==> src/rtl/port_pmux_pkg.sv <==
// port_pmux_pkg: shared constants and types for the port A pin multiplexer.
//   - register word offsets (per_addr[4:2])
//   - FUNC field encodings, bus FSM states
//   - pin_drive(): per-pin pad drive selection from the FUNC field
package port_pmux_pkg;

   localparam int CHIP_PORT_A_WIDTH = 16;

   localparam logic [2:0] REG_FUNC    = 3'd0;
   localparam logic [2:0] REG_DIR     = 3'd1;
   localparam logic [2:0] REG_DOUT    = 3'd2;
   localparam logic [2:0] REG_DIN     = 3'd3;
   localparam logic [2:0] REG_RISE_EN = 3'd4;
   localparam logic [2:0] REG_FALL_EN = 3'd5;
   localparam logic [2:0] REG_STATUS  = 3'd6;
   localparam logic [2:0] REG_IRQ_EN  = 3'd7;

   typedef enum logic [1:0] {
      FUNC_GPIO = 2'd0,
      FUNC_AF1  = 2'd1,
      FUNC_AF2  = 2'd2,
      FUNC_OFF  = 2'd3
   } func_e;

   typedef enum logic {
      ST_IDLE = 1'b0,
      ST_RD   = 1'b1
   } bus_st_e;

   typedef struct packed {
      logic dout;
      logic oe;
      logic ie;
   } pad_drv_t;

   function automatic pad_drv_t pin_drive(input func_e f,
                                          input logic  g_dout, input logic g_oe,
                                          input logic  a1_dout, input logic a1_oe,
                                          input logic  a2_dout, input logic a2_oe);
      pad_drv_t d;
      d = '{dout: 1'b0, oe: 1'b0, ie: 1'b1};
      case (f)
         FUNC_GPIO: begin d.dout = g_dout;  d.oe = g_oe;  end
         FUNC_AF1:  begin d.dout = a1_dout; d.oe = a1_oe; end
         FUNC_AF2:  begin d.dout = a2_dout; d.oe = a2_oe; end
         default:   d.ie = 1'b0;   // off: pad fully disconnected
      endcase
      return d;
   endfunction

endpackage

==> src/rtl/port_pmux_pin_sync.sv <==
// pmux_pin_sync: single-pin input synchronizer with edge history.
//   din  : pad input (already forced to 0 when the pin is off)
//   sync : synchronized level (s2)
//   rise : s2 & ~s3, fall : ~s2 & s3
module pmux_pin_sync (
   input  logic clk_in,
   input  logic rst_n,
   input  logic din,
   output logic sync,
   output logic rise,
   output logic fall
);

   logic s1, s2, s3;

   always_ff @(posedge clk_in or negedge rst_n) begin
      if (!rst_n) begin
         s1 <= 1'b0;
         s2 <= 1'b0;
         s3 <= 1'b0;
      end else begin
         s1 <= din;
         s2 <= s1;
         s3 <= s2;
      end
   end

   assign sync = s2;
   assign rise = s2 & ~s3;
   assign fall = ~s2 & s3;

endmodule

==> src/rtl/port_pmux.sv <==
// port_pmux: port A pin multiplexer and GPIO controller.
//   per_*            : simple register bus; writes take 1 cycle, reads 2
//   af1_*, af2_*     : alternate-function drive/enable, passed through per pin
//   pmux_af_din      : synchronized pin input to the alternate functions
//   pad_pmux_din     : raw pad input
//   pmux_pad_*       : pad ring drive (dout/oe/ie)
//   irq              : level interrupt, |(STATUS & IRQ_EN)
module port_pmux
   import port_pmux_pkg::*;
#(
   parameter int WIDTH = CHIP_PORT_A_WIDTH
) (
   input  logic             clk_in,
   input  logic             rst_n,
   input  logic             per_sel,
   input  logic             per_we,
   input  logic [4:0]       per_addr,
   input  logic [31:0]      per_wdata,
   output logic [31:0]      per_rdata,
   output logic             per_ready,
   input  logic [WIDTH-1:0] af1_dout,
   input  logic [WIDTH-1:0] af1_oe,
   input  logic [WIDTH-1:0] af2_dout,
   input  logic [WIDTH-1:0] af2_oe,
   output logic [WIDTH-1:0] pmux_af_din,
   input  logic [WIDTH-1:0] pad_pmux_din,
   output logic [WIDTH-1:0] pmux_pad_dout,
   output logic [WIDTH-1:0] pmux_pad_oe,
   output logic [WIDTH-1:0] pmux_pad_ie,
   output logic             irq
);

   logic [2*WIDTH-1:0] func_q;
   logic [WIDTH-1:0]   dir_q, dout_q, rise_en_q, fall_en_q, status_q, irq_en_q;
   logic [WIDTH-1:0]   sync_in, din_s, rise_s, fall_s, evt, w1c;
   logic [1:0]         arm_q;
   bus_st_e            state_q;
   logic [31:0]        rdata_q, rd_mux;
   logic [2:0]         reg_sel;
   logic               wr_en, rd_en;
   logic               unused_bits;

   assign reg_sel     = per_addr[4:2];
   assign wr_en       = (state_q == ST_IDLE) && per_sel && per_we;
   assign rd_en       = (state_q == ST_IDLE) && per_sel && !per_we;
   assign unused_bits = ^{per_addr[1:0], per_wdata};

   // Per-pin pad drive and synchronizer
   for (genvar i = 0; i < WIDTH; i++) begin : g_pin
      pad_drv_t drv;
      assign drv = pin_drive(func_e'(func_q[2*i +: 2]), dout_q[i], dir_q[i],
                             af1_dout[i], af1_oe[i], af2_dout[i], af2_oe[i]);
      assign pmux_pad_dout[i] = drv.dout;
      assign pmux_pad_oe[i]   = drv.oe;
      assign pmux_pad_ie[i]   = drv.ie;
      // An off pin feeds 0, so switching a high pin off looks like a fall.
      assign sync_in[i]       = pad_pmux_din[i] & drv.ie;

      pmux_pin_sync u_sync (
         .clk_in (clk_in),
         .rst_n  (rst_n),
         .din    (sync_in[i]),
         .sync   (din_s[i]),
         .rise   (rise_s[i]),
         .fall   (fall_s[i])
      );
   end

   assign pmux_af_din = din_s;

   // Edges only count once the arm counter has saturated, so the
   // synchronizer filling with the reset-time pin state is never reported.
   assign evt = (arm_q == 2'd3) ? ((rise_s & rise_en_q) | (fall_s & fall_en_q)) : '0;
   assign w1c = (wr_en && reg_sel == REG_STATUS) ? per_wdata[WIDTH-1:0] : '0;

   assign irq = |(status_q & irq_en_q);

   always_comb begin
      rd_mux = '0;
      case (reg_sel)
         REG_FUNC:    rd_mux[2*WIDTH-1:0] = func_q;
         REG_DIR:     rd_mux[WIDTH-1:0]   = dir_q;
         REG_DOUT:    rd_mux[WIDTH-1:0]   = dout_q;
         REG_DIN:     rd_mux[WIDTH-1:0]   = din_s;
         REG_RISE_EN: rd_mux[WIDTH-1:0]   = rise_en_q;
         REG_FALL_EN: rd_mux[WIDTH-1:0]   = fall_en_q;
         REG_STATUS:  rd_mux[WIDTH-1:0]   = status_q;
         default:     rd_mux[WIDTH-1:0]   = irq_en_q;
      endcase
   end

   // Register file
   always_ff @(posedge clk_in or negedge rst_n) begin
      if (!rst_n) begin
         func_q    <= '0;
         dir_q     <= '0;
         dout_q    <= '0;
         rise_en_q <= '0;
         fall_en_q <= '0;
         status_q  <= '0;
         irq_en_q  <= '0;
         arm_q     <= 2'd0;
      end else begin
         if (arm_q != 2'd3)
            arm_q <= arm_q + 2'd1;
         if (wr_en) begin
            case (reg_sel)
               REG_FUNC:    func_q    <= per_wdata[2*WIDTH-1:0];
               REG_DIR:     dir_q     <= per_wdata[WIDTH-1:0];
               REG_DOUT:    dout_q    <= per_wdata[WIDTH-1:0];
               REG_RISE_EN: rise_en_q <= per_wdata[WIDTH-1:0];
               REG_FALL_EN: fall_en_q <= per_wdata[WIDTH-1:0];
               REG_IRQ_EN:  irq_en_q  <= per_wdata[WIDTH-1:0];
               default: ;
            endcase
         end
         // Set has priority over a simultaneous write-1-to-clear.
         status_q <= (status_q & ~w1c) | evt;
      end
   end

   // Bus FSM: reads capture into rdata_q and complete from RD
   always_ff @(posedge clk_in or negedge rst_n) begin
      if (!rst_n) begin
         state_q <= ST_IDLE;
         rdata_q <= '0;
      end else begin
         case (state_q)
            ST_IDLE: if (rd_en) begin
               rdata_q <= rd_mux;
               state_q <= ST_RD;
            end
            default: state_q <= ST_IDLE;
         endcase
      end
   end

   assign per_ready = wr_en || (state_q == ST_RD);
   assign per_rdata = rdata_q;

endmodule

==> config.mk <==
export PLATFORM = sky130hd
export DESIGN_NAME = port_pmux
export DESIGN_NICKNAME = d
export VERILOG_FILES = /design/src/rtl/port_pmux_pkg.sv /design/src/rtl/port_pmux_pin_sync.sv /design/src/rtl/port_pmux.sv
export SDC_FILE = /design/constraint.sdc
export NUM_CORES = 1
export LEC_CHECK = 0
export ABC_AREA = 1
export CORE_MARGIN = 2
export CORE_UTILIZATION = 46
export DETAILED_ROUTE_END_ITERATION = 7
export PLACE_DENSITY_LB_ADDON = 0.25
export SLEW_MARGIN = 5
export SYNTH_ARGS = -nofsm -noshare
export SYNTH_HDL_FRONTEND = slang
export SYNTH_SLANG_ARGS = --single-unit
==> constraint.sdc <==
create_clock -name clk_in -period 1.4 [get_ports clk_in]
set_input_delay 0.28 -clock clk_in [delete_from_list [all_inputs] [get_ports clk_in]]
set_output_delay 0.28 -clock clk_in [all_outputs]
set_load 0.02 [all_outputs]
==> flow_summary.yaml <==
floorplanning:
  fp-row-count: 54
  die_outline_area_mm2: 0.0232
  die_h_um: 152
  num_io_pins: 219
  chipWidth_um: 152
  core_region_area_mm2: 0.0217
  floorplan.initialDensity_pct: 46.6
drt:
  detail_route.drc_violations: 0
  drt.antenna.violating_nets: 0
  routed-via-count: 12563
  avgViaCountPerCell: 6.43
  post_drt_wl_per_cell_um: 26.7
  drt_first_iter_violations: 1731
  drt_first_pass_iters: 6
  routed_wirelength_mm: 52.2
logic_synthesis:
  post_synthesis_xor_xnor_area_fraction_pct: 0.0866
  synthesized_area_fraction_occupied_by_ao_oa_aoi_and_oai_cells_pct: 13.2
  synth.avg_cell_area_um2: 8.29
  synth_cell_types: 28
  dominant_combinational_cell_family_by_area_after_synthesis: "simple AND/OR/NAND/NOR gates"
  synthesis.yosys.warnings: 0
  post_synthesis_simple_gate_area_fraction_pct: 25.0
  syn_area_mm2: 0.0101
  post_synth_fa_ha_maj_area_fraction_pct: 0.124
  seq_area_frac_synth_pct: 52.2
  synthMuxAreaShare_pct: 0.111
  ys_ff_latch: 211
  syn-instance-count: 1220
  syn-num-nets: 1342
global_routing:
  pin_count_of_the_biggest_net_entering_global_routing: 51
  use_met3_pct: 6.97
  globalRouteOverflowTotal: 0
  gr-max-usage-layer: "met2"
  first_global_vias: 11084
  overall_global_routing_resource_usage_pct: 33.2
  antenna_violations_before_repair: 2
  grt_first_pass_wirelength_mm: 61.5
  use_met2_pct: 54.1
  grt_util_met1_pct: 44.6
finish:
  layout.cells.most_common: "sky130_fd_sc_hd__buf_4"
  final_layout_size_suffix_gt1_share_pct: 47.1
  filler_cell_count: 1006
  multiInputGateArea_mm2: 0.00569
  final_core_utilization_pct: 81.1
  layout.nets: 1782
  most-common-layout-cells: "190 x sky130_fd_sc_hd__buf_4, 189 x sky130_fd_sc_hd__nand2_1, 179 x sky130_fd_sc_hd__dfrtp_1, 114 x sky130_fd_sc_hd__clkdlybuf4s50_1, 91 x sky130_fd_sc_hd__o21ai_2"
  flow.area_growth_from_synthesis_pct: 73.9
  register_area_mm2: 0.00532
placed_design:
  gp_congestion: 0.908
  detailedPlacementHpwl_mm: 24.4
  placement.io_buffers: 216
  dp_worst_setup_slack_ns: -0.724
sta:
  worstMarginPinSlew_ns: 0.378
  setup-violations-final: 213
  final_setup_tns_ns: -63.44
  unrepaired_setup_endpoints_after_global_routing: "yes"
  timing.final.ws_setup_ns: -0.580
  period_needed_ns: 1.98
  finalMaxSlewViolations: 0
  timing.final.crit_share_pct: 141
  hold_violations: 0
  timing.fmax_mhz: 505
  timing.max_slew.rel_slack_pct: 74.8
  skew_ns: 0.0200
worst_setup_path:
  cp_slowest_cell: "sky130_fd_sc_hd__dfrtp_2"
  cp-end-kind: "output port"
  cp-start-kind: "flop"
  cell_by_cell_listing_of_the_critical_path: "inv_1, buf_4, nand3_1, o311ai_4, buf_6"
  slowest_delay_ns: 0.47
  path_max_fanout: 4
  worst-endpoint-required_ns: 1.12
  timing_worst_setup_path_type: "flop to output port"
  worst_ep_arrival_time_ns: 1.70
status:
  failed_checks: "setup timing"
  run_status: "finished with violations"
clock_network:
  insertion_delay_ns: 0.53
  cts_root_buf: "sky130_fd_sc_hd__clkbuf_16"
  clkTransAtPathRegs_ns: 0.07
  cts_tree: "yes"
  htree_levels: 1
  cts_sinks: 211
  maximum_clock_path_buffer_count: 3
  total_cts_buffers: 23
pwr:
  vdd_drop_max_v: 0.00101
  power_per_cell_area_mw_per_mm2: 1410
  static-leakage-power_uw: 0.00855
hold_path:
  hold_path_class: "primary input to async pin"
flow_run:
  max_cap_viol_count: 0
cell families after synthesis:
| logic type | after synthesis |
|---|---|
| AND/OR/NAND/NOR | 546 |
| AO/OA/AOI/OAI | 243 |
| buffers and inverters | 217 |
| flip-flops | 211 |
| XOR/XNOR | 1 |
| multiplexers | 1 |
| adder cells (fa/ha/maj) | 1 |
synthesized netlist by cell type (all sizes together):
cell	count	share of area (%)
nand2	304	11
dfrtp	211	52
o21ai	178	8.8
inv	134	5.0
nand3	100	5.1
nand4	82	5.1
buf	61	3.4
nor2	38	1.4
a21oi	32	1.6
o311ai	31	2.7
clkbuf	22	0.83
and2	16	0.99
nor4	5	1.1
a221oi	1	0.087
a22o	1	0.087
ha	1	0.12
mux2	1	0.11
or2	1	0.062
xnor2	1	0.087
flip-flops by register name (all words and copies together) (netlist names):
| register | flops |
|---|---|
| arm_q | 2 |
| dir_q | 16 |
| dout_q | 16 |
| fall_en_q | 16 |
| func_q | 32 |
| g_pin.u_sync.s1 | 16 |
| g_pin.u_sync.s3 | 16 |
| g_pin.u_sync.sync | 16 |
| irq_en_q | 16 |
| per_rdata | 32 |
| rise_en_q | 16 |
| state_q | 1 |
| status_q | 16 |
layer usage:
metal	vias to the layer above	part of all wire, %	wire (um)
met2	1263	44	23200
met1	5870	34	17700
met5	-	0.025	13
met3	446	13	6580
li1	4982	-	-
met4	2	9.1	4730
through the flow:
step	power, uW	hold WS (ns)	area [um2]	instances
after floorplan	11100	-0.0156	10100	1220
after global placement	15000	0.195	13900	1824
after detailed placement	15100	0.193	13900	1824
after CTS	21800	0.218	15900	1924
after global routing	25500	0.218	17600	1953
final	24800	0.210	17600	1953
critical path: cells and delay by family, from the launching register on:
kind            cells  cell delay [ns]
simple gates        1             0.14
compound gates      1             0.14
flops               1             0.47
buf+inv             3             0.43
layout make-up:
type | instances | share of cell area, %
timing repair buffer | 497 | 28.3
tap | 280 | 1.99
inverter | 134 | 3.07
multi-input combinational | 793 | 32.4
antenna | 1 | 0.0142
sequential | 211 | 30.3
clock inverter | 3 | 0.249
clock buffer | 34 | 3.79
timing repair:
action	CTS	global route
pin swaps	38	32
hold buffers	1	0
endpoints found under the setup margin	217	214
endpoints found under the hold margin	168	0
buffers inserted	50	35
gates cloned	16	8
gates resized for setup	798	446
path summary, 6_finish.rpt:
kind,cells after the start,endpoint,from,slack (ns)
max,5,pmux_pad_dout[4],func_q[9]$_DFFE_PN0P_,-0.58
min,2,dir_q[3]$_DFFE_PN0P_,rst_n,0.21
max reg2reg,10,func_q[20]$_DFFE_PN0P_,state_q$_DFF_PN0_,-0.54
min reg2reg,0,g_pin[10].u_sync.sync$_DFF_PN0_,g_pin[10].u_sync.s1$_DFF_PN0_,0.35
max in group asynchronous,3,irq_en_q[7]$_DFFE_PN0P_,rst_n,0.59
min in group clk_in,3,func_q[31]$_DFFE_PN0P_,per_wdata[31],0.33
power breakdown:
group / internal, uW / total (uW) / leakage [uW] / switching, uW
Clock: 3450 / 6100 / 0.000349 / 2650
Sequential: 7370 / 8900 / 0.00247 / 1530
Combinational: 4500 / 9830 / 0.00573 / 5330
Total: 15300 / 24800 / 0.00855 / 9510
Power figures use the tool's default switching activity.
